<file path="config.mk">
export PLATFORM = sky130hd
export DESIGN_NAME = final_spin_rf_readout
export DESIGN_NICKNAME = d
export VERILOG_FILES = /design/src/rtl/final_spin_rf_readout.sv
export SDC_FILE = /design/constraint.sdc
export NUM_CORES = 1
export LEC_CHECK = 0
export BUFFER_PORTS_ARGS = -buffer_cell sky130_fd_sc_hd__clkbuf_2
export CAP_MARGIN = 20
export CORE_ASPECT_RATIO = 1.25
export CORE_MARGIN = 4
export CORE_UTILIZATION = 45
export DETAILED_ROUTE_END_ITERATION = 16
export PLACE_DENSITY = 0.69
export SLEW_MARGIN = 20
export SYNTH_ARGS = -nofsm -noshare
export SYNTH_HDL_FRONTEND = slang
export SYNTH_SLANG_ARGS = --single-unit
export TNS_END_PERCENT = 30
</file>
<file path="constraint.sdc">
create_clock -name i_clk -period 6.9 [get_ports i_clk]
set_clock_uncertainty 0.15 [all_clocks]
set_input_delay 1.035 -clock i_clk [delete_from_list [all_inputs] [get_ports i_clk]]
set_output_delay 1.035 -clock i_clk [all_outputs]
set_load 0.1 [all_outputs]
</file>
<file path="src/rtl/final_spin_rf_readout.sv">
// Final-spin register file readout: serialises 50-bit words onto the 8-bit GPIO with valid/ready.
// Optional READOUT_CHECKSUM_EN appends an XOR checksum byte after each word.
module final_spin_rf_readout (
  input  logic        i_clk,
  input  logic        i_rst,
  input  logic        conf_sys_ctrl_reg_READOUT,
  input  logic        conf_sys_ctrl_reg_RESET,
  input  logic [7:0]  conf_reg_total_run_count,
  input  logic [49:0] final_spin_rf_q,
  input  logic        out_GPIO_ready,
  output logic [6:0]  final_spin_rf_a,
  output logic        final_spin_rf_ceb,
  output logic [7:0]  out_GPIO,
  output logic        out_GPIO_valid,
  output logic        readout_done,
  output logic [7:0]  readout_word_cnt
);

`ifdef READOUT_CHECKSUM_EN
  localparam logic [2:0] LAST_BYTE = 3'd7;
`else
  localparam logic [2:0] LAST_BYTE = 3'd6;
`endif

  typedef enum logic [2:0] {
    S_IDLE = 3'd0,
    S_RD   = 3'd1,
    S_CAP  = 3'd2,
    S_SEND = 3'd3,
    S_DONE = 3'd4
  } state_t;

  // Lay the word out so every byte, including the 2-bit tail, is a plain top-byte shift.
  function automatic logic [55:0] pack_word(input logic [49:0] w);
    return {w[49:2], 6'b000000, w[1:0]};
  endfunction

  function automatic logic [7:0] xor_bytes(input logic [55:0] p);
    return p[55:48] ^ p[47:40] ^ p[39:32] ^ p[31:24] ^ p[23:16] ^ p[15:8] ^ p[7:0];
  endfunction

  state_t      state_q, state_d;
  logic [6:0]  a_q, a_d;
  logic        ceb_q, ceb_d;
  logic [7:0]  gpio_q, gpio_d;
  logic        valid_q, valid_d;
  logic        done_q, done_d;
  logic [7:0]  cnt_q, cnt_d;
  logic [55:0] sr_q, sr_d;
  logic [2:0]  idx_q, idx_d;
  logic        soft_rst_prev_q, soft_rst_prev_d;
`ifdef READOUT_CHECKSUM_EN
  logic [7:0]  chk_q, chk_d;
`endif

  logic        soft_rst_s;
  logic [7:0]  cnt_sat_s;
  logic        last_addr_s;
  logic [55:0] packed_s;

  // Next-state and registered-output computation
  always_comb begin
    state_d         = state_q;
    a_d             = a_q;
    ceb_d           = 1'b1;
    gpio_d          = gpio_q;
    valid_d         = valid_q;
    done_d          = done_q;
    cnt_d           = cnt_q;
    sr_d            = sr_q;
    idx_d           = idx_q;
    soft_rst_prev_d = conf_sys_ctrl_reg_RESET;
`ifdef READOUT_CHECKSUM_EN
    chk_d           = chk_q;
`endif
    soft_rst_s  = conf_sys_ctrl_reg_RESET && !soft_rst_prev_q;
    cnt_sat_s   = (conf_reg_total_run_count > 8'd128) ? 8'd128 : conf_reg_total_run_count;
    last_addr_s = ({1'b0, a_q} == (cnt_sat_s - 8'd1));
    packed_s    = pack_word(final_spin_rf_q);

    case (state_q)
      S_IDLE: begin
        valid_d = 1'b0;
        done_d  = 1'b0;
        if (conf_sys_ctrl_reg_READOUT) begin
          if (cnt_sat_s == 8'd0) begin
            state_d = S_DONE;
            done_d  = 1'b1;
          end else begin
            state_d = S_RD;
            a_d     = 7'd0;
            ceb_d   = 1'b0;
          end
        end else begin
          state_d = S_IDLE;
        end
      end
      S_RD, S_CAP, S_SEND: begin
        if (!conf_sys_ctrl_reg_READOUT) begin
          // Abort drops the word in flight; nothing partial is completed.
          state_d = S_IDLE;
          valid_d = 1'b0;
          gpio_d  = 8'h00;
          a_d     = 7'd0;
          cnt_d   = 8'd0;
          done_d  = 1'b0;
        end else if (state_q == S_RD) begin
          state_d = S_CAP;
        end else if (state_q == S_CAP) begin
          sr_d    = packed_s;
          idx_d   = 3'd0;
          gpio_d  = packed_s[55:48];
          valid_d = 1'b1;
          state_d = S_SEND;
`ifdef READOUT_CHECKSUM_EN
          chk_d   = xor_bytes(packed_s);
`endif
        end else if (out_GPIO_ready) begin
          if (idx_q == LAST_BYTE) begin
            cnt_d   = cnt_q + 8'd1;
            valid_d = 1'b0;
            if (last_addr_s) begin
              state_d = S_DONE;
              done_d  = 1'b1;
            end else begin
              a_d     = a_q + 7'd1;
              ceb_d   = 1'b0;
              state_d = S_RD;
            end
          end else begin
            idx_d  = idx_q + 3'd1;
            sr_d   = {sr_q[47:0], 8'h00};
            gpio_d = sr_q[47:40];
`ifdef READOUT_CHECKSUM_EN
            if (idx_q == 3'd6) begin
              gpio_d = chk_q;
            end else begin
              gpio_d = sr_q[47:40];
            end
`endif
          end
        end else begin
          state_d = S_SEND;
        end
      end
      S_DONE: begin
        valid_d = 1'b0;
        done_d  = 1'b1;
        if (!conf_sys_ctrl_reg_READOUT) begin
          state_d = S_IDLE;
          done_d  = 1'b0;
          cnt_d   = 8'd0;
        end else begin
          state_d = S_DONE;
        end
      end
      default: begin
        state_d = S_IDLE;
        valid_d = 1'b0;
        done_d  = 1'b0;
      end
    endcase
  end

  // State and output registers; hard reset outranks the RESET-bit edge
  always_ff @(posedge i_clk) begin
    if (i_rst) begin
      state_q         <= S_IDLE;
      a_q             <= 7'd0;
      ceb_q           <= 1'b1;
      gpio_q          <= 8'h00;
      valid_q         <= 1'b0;
      done_q          <= 1'b0;
      cnt_q           <= 8'd0;
      sr_q            <= 56'd0;
      idx_q           <= 3'd0;
      soft_rst_prev_q <= 1'b0;
`ifdef READOUT_CHECKSUM_EN
      chk_q           <= 8'h00;
`endif
    end else begin
      soft_rst_prev_q <= soft_rst_prev_d;
      if (soft_rst_s) begin
        state_q <= S_IDLE;
        a_q     <= 7'd0;
        ceb_q   <= 1'b1;
        gpio_q  <= 8'h00;
        valid_q <= 1'b0;
        done_q  <= 1'b0;
        cnt_q   <= 8'd0;
        sr_q    <= 56'd0;
        idx_q   <= 3'd0;
`ifdef READOUT_CHECKSUM_EN
        chk_q   <= 8'h00;
`endif
      end else begin
        state_q <= state_d;
        a_q     <= a_d;
        ceb_q   <= ceb_d;
        gpio_q  <= gpio_d;
        valid_q <= valid_d;
        done_q  <= done_d;
        cnt_q   <= cnt_d;
        sr_q    <= sr_d;
        idx_q   <= idx_d;
`ifdef READOUT_CHECKSUM_EN
        chk_q   <= chk_d;
`endif
      end
    end
  end

  assign final_spin_rf_a   = a_q;
  assign final_spin_rf_ceb = ceb_q;
  assign out_GPIO          = gpio_q;
  assign out_GPIO_valid    = valid_q;
  assign readout_done      = done_q;
  assign readout_word_cnt  = cnt_q;

endmodule

</file>
* After elaboration in Yosys (flattened, before gate mapping)
Index checks and enable logic that the tools add are counted.
Cells by class: bitwise gates (word level) 3, equality and inequality tests 20, add/sub/neg operators 4, reduce and logical (&&, ||, !) cells 17, order comparisons 1, muxes and demuxes 59
Operators with widths (number):
- 48-bit 2-to-1 mux | 3
- 8-bit 2-to-1 mux | 12
- 7-bit 2-to-1 mux | 8
- 3-bit 2-to-1 mux | 12
- 3-bit inequality test (second input constant) | 7
- 1-bit 2-to-1 mux | 19
- 8-bit one-hot mux with 2 select lines | 1
- 7-bit one-hot mux with 2 select lines | 1
- 2-bit inequality test (second input constant) | 5
- 5-bit AND reduction | 2
- 3-bit one-hot mux with 3 select lines | 1
- 8-bit by 1-bit adder with 8-bit output (second input constant) | 1
- 7-bit by 8-bit == test with 1-bit output | 1
- 8-bit > comparator (second input constant) | 1
- 8-bit logical NOT | 1
- 8-bit AND reduction | 1
- 2-bit nonzero test | 4
- 8-bit by 1-bit subtractor with 8-bit output (second input constant) | 1
- 7-bit by 1-bit adder with 7-bit output (second input constant) | 1
- 3-bit by 2-bit == test with 1-bit output (second input constant) | 2
- 3-bit == test (second input constant) | 2
- 6-bit inequality test (second input constant) | 1
- 6-bit AND reduction | 1
- 4-bit AND reduction | 1
- 13 further kinds | 15
Word-level totals: input bits 63, register bits after elaboration 81, output and inout bits 26

* Logic depth before layout (Yosys ltp)
Gate-level depths: netlist (run 1).
depth after elaboration 11, gate-level depth with buffers 10, gate-level depth less buffers 9

* Worst setup path after synthesis (run 1)
No wires, ideal clock.
kind input port to flip-flop, start point in conf_reg_total_run_count[7], end point reg a_q[5] (netlist: final_spin_rf_a[5]), data arrival time 3.374 ns, path buffers 1, setup slack 3.304 ns, cell stages on the path 10, cell sequence buf_1 > nand2b_1 > ha_1 > or4b_1 > o211ai_1 > xnor2_1 > a41oi_2 > nor2_2 > or4_1 > a21oi_1
Between the ends: longest elaborated chain between the ends 6, elaborated cells on any way between the ends 8, classes of those cells add/sub (1); order compare (1); eq/ne (3); mux (1); reduce/logical (2)
Ends and longest elaborated chain:
- start, declared | line 8 | input logic [7:0] conf_reg_total_run_count,
- 8-bit > comparator | line 77 | cnt_sat_s = (conf_reg_total_run_count > 8'd128) ? 8'd128 : conf_reg_total_run_count;
- 8-bit 2-to-1 mux (*) | line 77
- 8-bit by 1-bit subtractor with 8-bit output | line 78 | last_addr_s = ({1'b0, a_q} == (cnt_sat_s - 8'd1));
- 7-bit by 8-bit == test with 1-bit output | line 78
- 3-bit inequality test (no line)
- 8-bit AND reduction (no line) (*)
- end signal, assigned | line 169 | a_q <= 7'd0;
- end signal, assigned | line 185 | a_q <= 7'd0;
- end signal, assigned | line 198 | a_q <= a_d;
- end, declared | line 43 | logic [6:0] a_q, a_d;
Mark *: on every way between the ends. The rest lies on a longest branch, timed or not. A chain may end at the register's enable or synchronous reset.

* Final worst setup path (run 1)
Same ends and word-level chain as after synthesis.

==> impl_metrics.ini, run 1 <==
[route]
vias = 3570
first_pass_iters = 4
ant_nets = 0
via_per_inst = 5.53
drt-initial-drc-count = 163
wire_per_inst_microns = 13.7
drc = 0
routed_wl_mm = 8.88

[placement]
dpl.hpwl_mm = 6.37
gp_congestion = 0.877
place_inst = 630
port_buffers = 88

[min_path]
hp-class = reg -> reg
hold_path_end = sr_q[39]
hold_path_depth = 2
hp-start = sr_q[31]

[worst_setup_path]
crit_buf_inv = 1
crit_required_ns = 7.03
reg2regPathDepth = 6
cp_slowest_cell = or4_1
rrSetupSlack_ns = 4.01
path_cells = clkbuf_2 -> nand2b_1 -> ha_1 -> or4b_1 -> o211ai_1 -> xnor2_1 -> a41oi_2 -> nor2_2 -> or4_1 -> a21oi_1
arrival_ns = 3.51
end_kind = flip-flop
crit_fanout = 15
max_stage_delay_ns = 0.51
path_class = in -> reg
crit_family = simple AND/OR/NAND/NOR gates
cp-start-kind = input pin
r2r_end = final_spin_rf_a[5]
rr_startpoint = state_q[2]

[global_routing]
grt_usage_pct = 19.0
grt_pass1_vias = 3328
grt_pass1_wl_mm = 14.9
grt_overflow = 0
grt_antenna_before_repair = 0
grt_start_max_net_pins = 70

[sta]
period_share_pct = 49.0
slew_violations = 0
period_minus_slack_ns = 3.38
hold_violations = 0
rsz0062_at_grt = false
fmax_ghz = 0.296
slew-limit-headroom_pct = 54.2
tightest_slew_ns = 0.681
setup_viol = 0
fin_tns_setup_ns = 0

[cells_and_area]
antennaDiodeCount = 0
final_cell_mix = 108 x nand2_1, 88 x clkbuf_2, 75 x dfxtp_1
fillers = 750
final_common_cell = nand2_1
drive_gt1_share_pct = 22.1
num-nets-final = 615
area_growth_pct = 19.0
layout.cells.non_filler = 646

[power_and_ir_drop]
vdd_drop_max_v = 0.000133
leakage_nw = 1.60
pwr_density_cell_nw_per_um2 = 201

[clock_tree]
clock_sinks = 75
cts_inserted_buffers = 9
cts_setup_buffers = 0
cts_tree = built
htreeDepth = 3
cts-hold-fix-buffers = 0
ctsResizeCount = 0
clk_pin_slew_ns = 0.08
cts-root-buf = clkbuf_8
clk_latency_ns = 0.35
clockBufferDepth = 2

[die]
dieArea_sq_um = 9780
die_h_microns = 110
core_sq_um = 7930
dieWidth_microns = 89.3
initial_utilization_pct = 46.8
num_rows = 36
io_pins = 89

[yosys]
synth_top_area_share_pct = 40.4
synth_nets = 544
synth_warnings = 0
synth.yosys.seq_area_share_pct = 40.4
ys_types = 56
synth_edf_count = 0
synth.avg_cell_area_sq_um = 7.82
ys.flop_type = dfxtp_1
synthArstFlopShare_pct = 0
synth_cells = 475
syn_area_sq_um = 3710
synthTopCellsByArea = dfxtp_1 40%, nand2_1 11%, a311oi_1 8.3%
ys_ff_latch = 75
yosysTopAreaCell = dfxtp_1

[status]
status = finished clean

[run]
cap_viol_max_count = 0
-- metal layers --
metal  global-route usage, %  up-vias  share of wire (%)
met5                       0        -                  0
met4                    6.60        0                1.7
met3                    4.57       14                5.0
met2                    31.2       76                 49
met1                    24.0     1657                 45
li1                        -     1823                  -
-- power breakdown --
part	internal, W	switching, W	total [W]
combinational	0.0000289	0.0000464	0.0000753
sequential	0.000435	0.00000242	0.000438
clock	0.000214	0.000161	0.000375
total	0.000678	0.000210	0.000888
-- registers in the layout, indices dropped and copies added (netlist names) --
| signal | cells |
|---|---|
| readout_done | 1 |
| idx_q | 3 |
| sr_q | 42 |
| final_spin_rf_a | 7 |
| readout_word_cnt | 8 |
| state_q | 3 |
| final_spin_rf_ceb | 1 |
| out_GPIO_valid | 1 |
| soft_rst_prev_q | 1 |
| out_GPIO | 8 |
-- kinds of logic (layout without fill, tap and decap cells) --
family	Yosys count	after routing	synth area share, %
multiplexers	2	2	0.539
flip-flops	75	75	40.4
AND/OR/NAND/NOR	231	231	27.6
adder cells (fa/ha/maj)	6	6	2.02
AO/OA/AOI/OAI	104	104	21.5
buffers and inverters	41	117	4.18
XOR/XNOR	16	16	3.77
-- through the flow --
step           total power, W  utilization, %  area [sq um]  setup WS (ns)  hold slack [ns]
3_3_place_gp         0.000522            52.9          4190           3.25            0.315
2_1_floorplan        0.000493               -          3710           3.30            0.309
3_5_place_dp         0.000523            52.9          4190           3.17            0.323
4_1_cts              0.000899            55.7          4420           3.54            0.330
6_report             0.000888            55.7          4420           3.52            0.326
5_1_grt              0.000930            55.7          4420           3.39            0.356
-- synthesized netlist by cell type (2+ instances only) --
| cell type | count |
|---|---|
| xor2_1 | 5 |
| inv_1 | 9 |
| nor4_1 | 2 |
| o211ai_1 | 4 |
| nand2_1 | 108 |
| nand4_1 | 2 |
| a221oi_1 | 2 |
| nand2b_1 | 5 |
| o21ai_0 | 15 |
| and3_1 | 2 |
| clkbuf_1 | 27 |
| nor3_1 | 9 |
| nor4_2 | 2 |
| a311oi_1 | 35 |
| nand3_1 | 17 |
| a21boi_0 | 2 |
| or3_1 | 3 |
| a22oi_1 | 8 |
| nor3b_1 | 3 |
| o2111ai_1 | 2 |
| and2_1 | 3 |
| mux2i_1 | 2 |
| nor2b_1 | 3 |
| or2_2 | 2 |
| a21oi_1 | 17 |
| dfxtp_1 | 75 |
| nor2_1 | 62 |
| ha_1 | 6 |
| o31ai_1 | 3 |
| xnor2_1 | 11 |
| buf_1 | 4 |
-- how the worst max path moves through the flow --
stage	start	to	slack [ns]	cells past startpoint
2_1_floorplan	conf_reg_total_run_count[7]	final_spin_rf_a[5]	3.30	10
3_3_place_gp	conf_reg_total_run_count[7]	final_spin_rf_a[5]	3.25	10
3_5_place_dp	conf_reg_total_run_count[7]	final_spin_rf_a[5]	3.17	10
4_1_cts	conf_reg_total_run_count[7]	final_spin_rf_a[5]	3.54	10
5_1_grt	conf_reg_total_run_count[7]	final_spin_rf_a[5]	3.39	10
6_report	conf_reg_total_run_count[7]	final_spin_rf_a[5]	3.52	10
-- tightest hold or removal path: cells and delay by family, from the launching register on --
kind | cells | cell delay, ns
and+or+nand+nor | 1 | 0.05
AOI/OAI and AO/OA | 1 | 0.07
DFF | 1 | 0.31
-- area by class of cell --
| cell class | count | area (sq um) | area share (%) |
|---|---|---|---|
| clock buffers | 10 | 138 | 3.12 |
| clock inverters | 6 | 87.6 | 1.98 |
| inverters | 9 | 33.8 | 0.765 |
| multi-input cells | 359 | 2070 | 46.8 |
| flip-flops and latches | 75 | 1500 | 34.0 |
| well taps | 95 | 119 | 2.69 |
| repair buffers | 92 | 470 | 10.6 |
(Power assumes the default switching activity.)
==> run 2, diff against run 1 <==
--- a/config.mk
+++ b/config.mk
@@ -11,7 +11,7 @@
 export CORE_MARGIN = 4
 export CORE_UTILIZATION = 45
 export DETAILED_ROUTE_END_ITERATION = 16
-export PLACE_DENSITY = 0.69
+export PLACE_DENSITY = 0.72
 export SLEW_MARGIN = 20
 export SYNTH_ARGS = -nofsm -noshare
 export SYNTH_HDL_FRONTEND = slang
==> constraint.sdc (replaced) <==
create_clock -name i_clk -period 2.8 [get_ports i_clk]
set_clock_uncertainty 0.15 [all_clocks]
set_input_delay 0.42 -clock i_clk [delete_from_list [all_inputs] [get_ports i_clk]]
set_output_delay 0.42 -clock i_clk [all_outputs]
set_load 0.1 [all_outputs]
==> run 2 against run 1 <==
Critical path depth did not move. First-iteration DRC count is 5.5% lower. Via count grew 1.7%. Clock-buffer cell count stayed put. Design area rose by 2.3%. Sequential power is 150% higher. Core utilization increased by 1.3 points. Clock power is 130% higher. Non-clock buffer count is 14 higher. Cell count grew 2.2%. Highest routed layer unchanged.
==> impl_metrics.ini, run 2 (synthesis results as in run 1) <==
[route]
routed_wl_mm = 9.13
ant_nets = 0
via_per_inst = 5.50
wire_per_inst_microns = 13.8
first_pass_iters = 4
vias = 3632
drt-initial-drc-count = 154
drc = 0

[die]
dieWidth_microns = 89.3
dieArea_sq_um = 9780
die_h_microns = 110
core_sq_um = 7930
num_rows = 36
io_pins = 89
initial_utilization_pct = 46.8

[cells_and_area]
top_register = sr_q
final_cell_mix = 108 x nand2_1, 88 x clkbuf_2, 75 x dfxtp_1
largest_reg_flops = 42
drive_gt1_share_pct = 24.1
num-nets-final = 629
final_common_cell = nand2_1
seq_area_sq_um = 1500
postLayoutCellArea_sq_um = 4520
antennaDiodeCount = 0
fillers = 784
multiInputGateArea_sq_um = 2070
area_growth_pct = 21.7

[worst_setup_path]
cp-start-kind = input pin
crit_fanout = 5
rrSetupSlack_ns = 0.32
end_kind = flip-flop
cp_slowest_cell = or4_1
crit_required_ns = 2.93
arrival_ns = 2.64
max_stage_delay_ns = 0.51
path_cells = clkbuf_2 -> nand2b_1 -> ha_1 -> or4b_1 -> o211ai_1 -> xnor2_1 -> a41oi_2 -> nor2_2 -> or4_1 -> a21oi_1
path_class = in -> reg

[power_and_ir_drop]
seq_power_share_pct = 50.2
p_sw_share_pct = 25.7
p_clk_share_pct = 40.6
power_w = 0.00215
pwr_density_cell_nw_per_um2 = 475
intPower_w = 0.00160
comb_power_share_pct = 9.2
vdd_drop_max_v = 0.000310
leakage_nw = 1.65
p_sw_w = 0.000552

[clock_tree]
cts_tree = built
clk_pin_slew_ns = 0.08
clk_latency_ns = 0.35
htreeDepth = 3
cts-hold-fix-buffers = 0
cts-root-buf = clkbuf_8
clock_sinks = 75
ctsResizeCount = 0
clockBufferDepth = 2
cts_inserted_buffers = 9
cts_setup_buffers = 0

[sta]
period_minus_slack_ns = 2.51
tightest_slew_ns = 0.634
fin_tns_setup_ns = 0
period_share_pct = 89.6
slew-limit-headroom_pct = 57.6
slew_violations = 0
setup_viol = 0
holdWs_ns = 0.102
fin_ws_ns = 0.292
rsz0062_at_grt = false
fmax_ghz = 0.399
hold_violations = 0

[global_routing]
grt_usage_pct = 19.6
grt_antenna_before_repair = 0
grt_pass1_vias = 3362
met1_usage_pct = 24.1
grt_pass1_wl_mm = 15.2
top_usage_layer = met2
global_route.usage.met3_pct = 4.35
grtUsageMet2_pct = 32.7
grt_overflow = 0
grt_start_max_net_pins = 70

[placement]
dp_slack_ns = -0.0261
port_buffers = 88
place_area_sq_um = 4310
gp_congestion = 0.900
dpl.hpwl_mm = 6.58

[min_path]
hp-class = in -> reg

[status]
status = finished clean

[run]
cap_viol_max_count = 0
-- run 2: changes by cell type in the layout (fill, tap and decap cells not counted) --
cell and change:
buf_12 +1, buf_4 +13, bufinv_16 -1, clkinv_2 -2
clkinvlp_4 +2, inv_6 +1
-- run 2: layer usage --
metal | wire (microns) | up-vias | share of wire, %
li1 | - | 1848 | -
met4 | 38 | 0 | 0.42
met1 | 3960 | 1675 | 43
met5 | 0 | - | 0
met2 | 4580 | 107 | 50
met3 | 554 | 2 | 6.1
-- run 2: layout make-up --
class | instances | share of cell area (%)
well taps | 95 | 2.63
repair buffers | 106 | 13.0
clock buffers | 10 | 3.05
inverters | 9 | 0.748
multi-input cells | 359 | 45.8
clock inverters | 6 | 1.58
flip-flops and latches | 75 | 33.2
-- run 2: worst paths after layout --
kind                          startpoint                 end  cells past startpoint
max          conf_reg_total_run_count[7]  final_spin_rf_a[5]                     10
min                                i_rst     soft_rst_prev_q                      2
max reg2reg                   state_q[0]  final_spin_rf_a[5]                      7
min reg2reg                     sr_q[25]            sr_q[33]                      2
-- run 2: power groups by stage --
stage	clock network, W	registers (W)	logic [W]
final	0.000872	0.00108	0.000198
after floorplan	0	0.00111	0.000103
after global placement	0	0.00110	0.000196
after global routing	0.000950	0.00108	0.000220
after CTS	0.000899	0.00108	0.000199
after detailed placement	0	0.00110	0.000198
-- run 2: stage by stage --
step / util (%) / cells
floorplan: - / 475
global placement: 54.4 / 644
detailed placement: 54.4 / 644
CTS: 57.0 / 660
global route: 57.0 / 660
finish: 57.0 / 660
-- run 2: worst max-delay path, delay by kind of cell --
family | cells | cell delay (ns)
fa+ha+maj | 1 | 0.25
buf+inv | 1 | 0.11
simple gates | 4 | 1.23
compound gates | 3 | 0.49
xor+xnor | 1 | 0.13
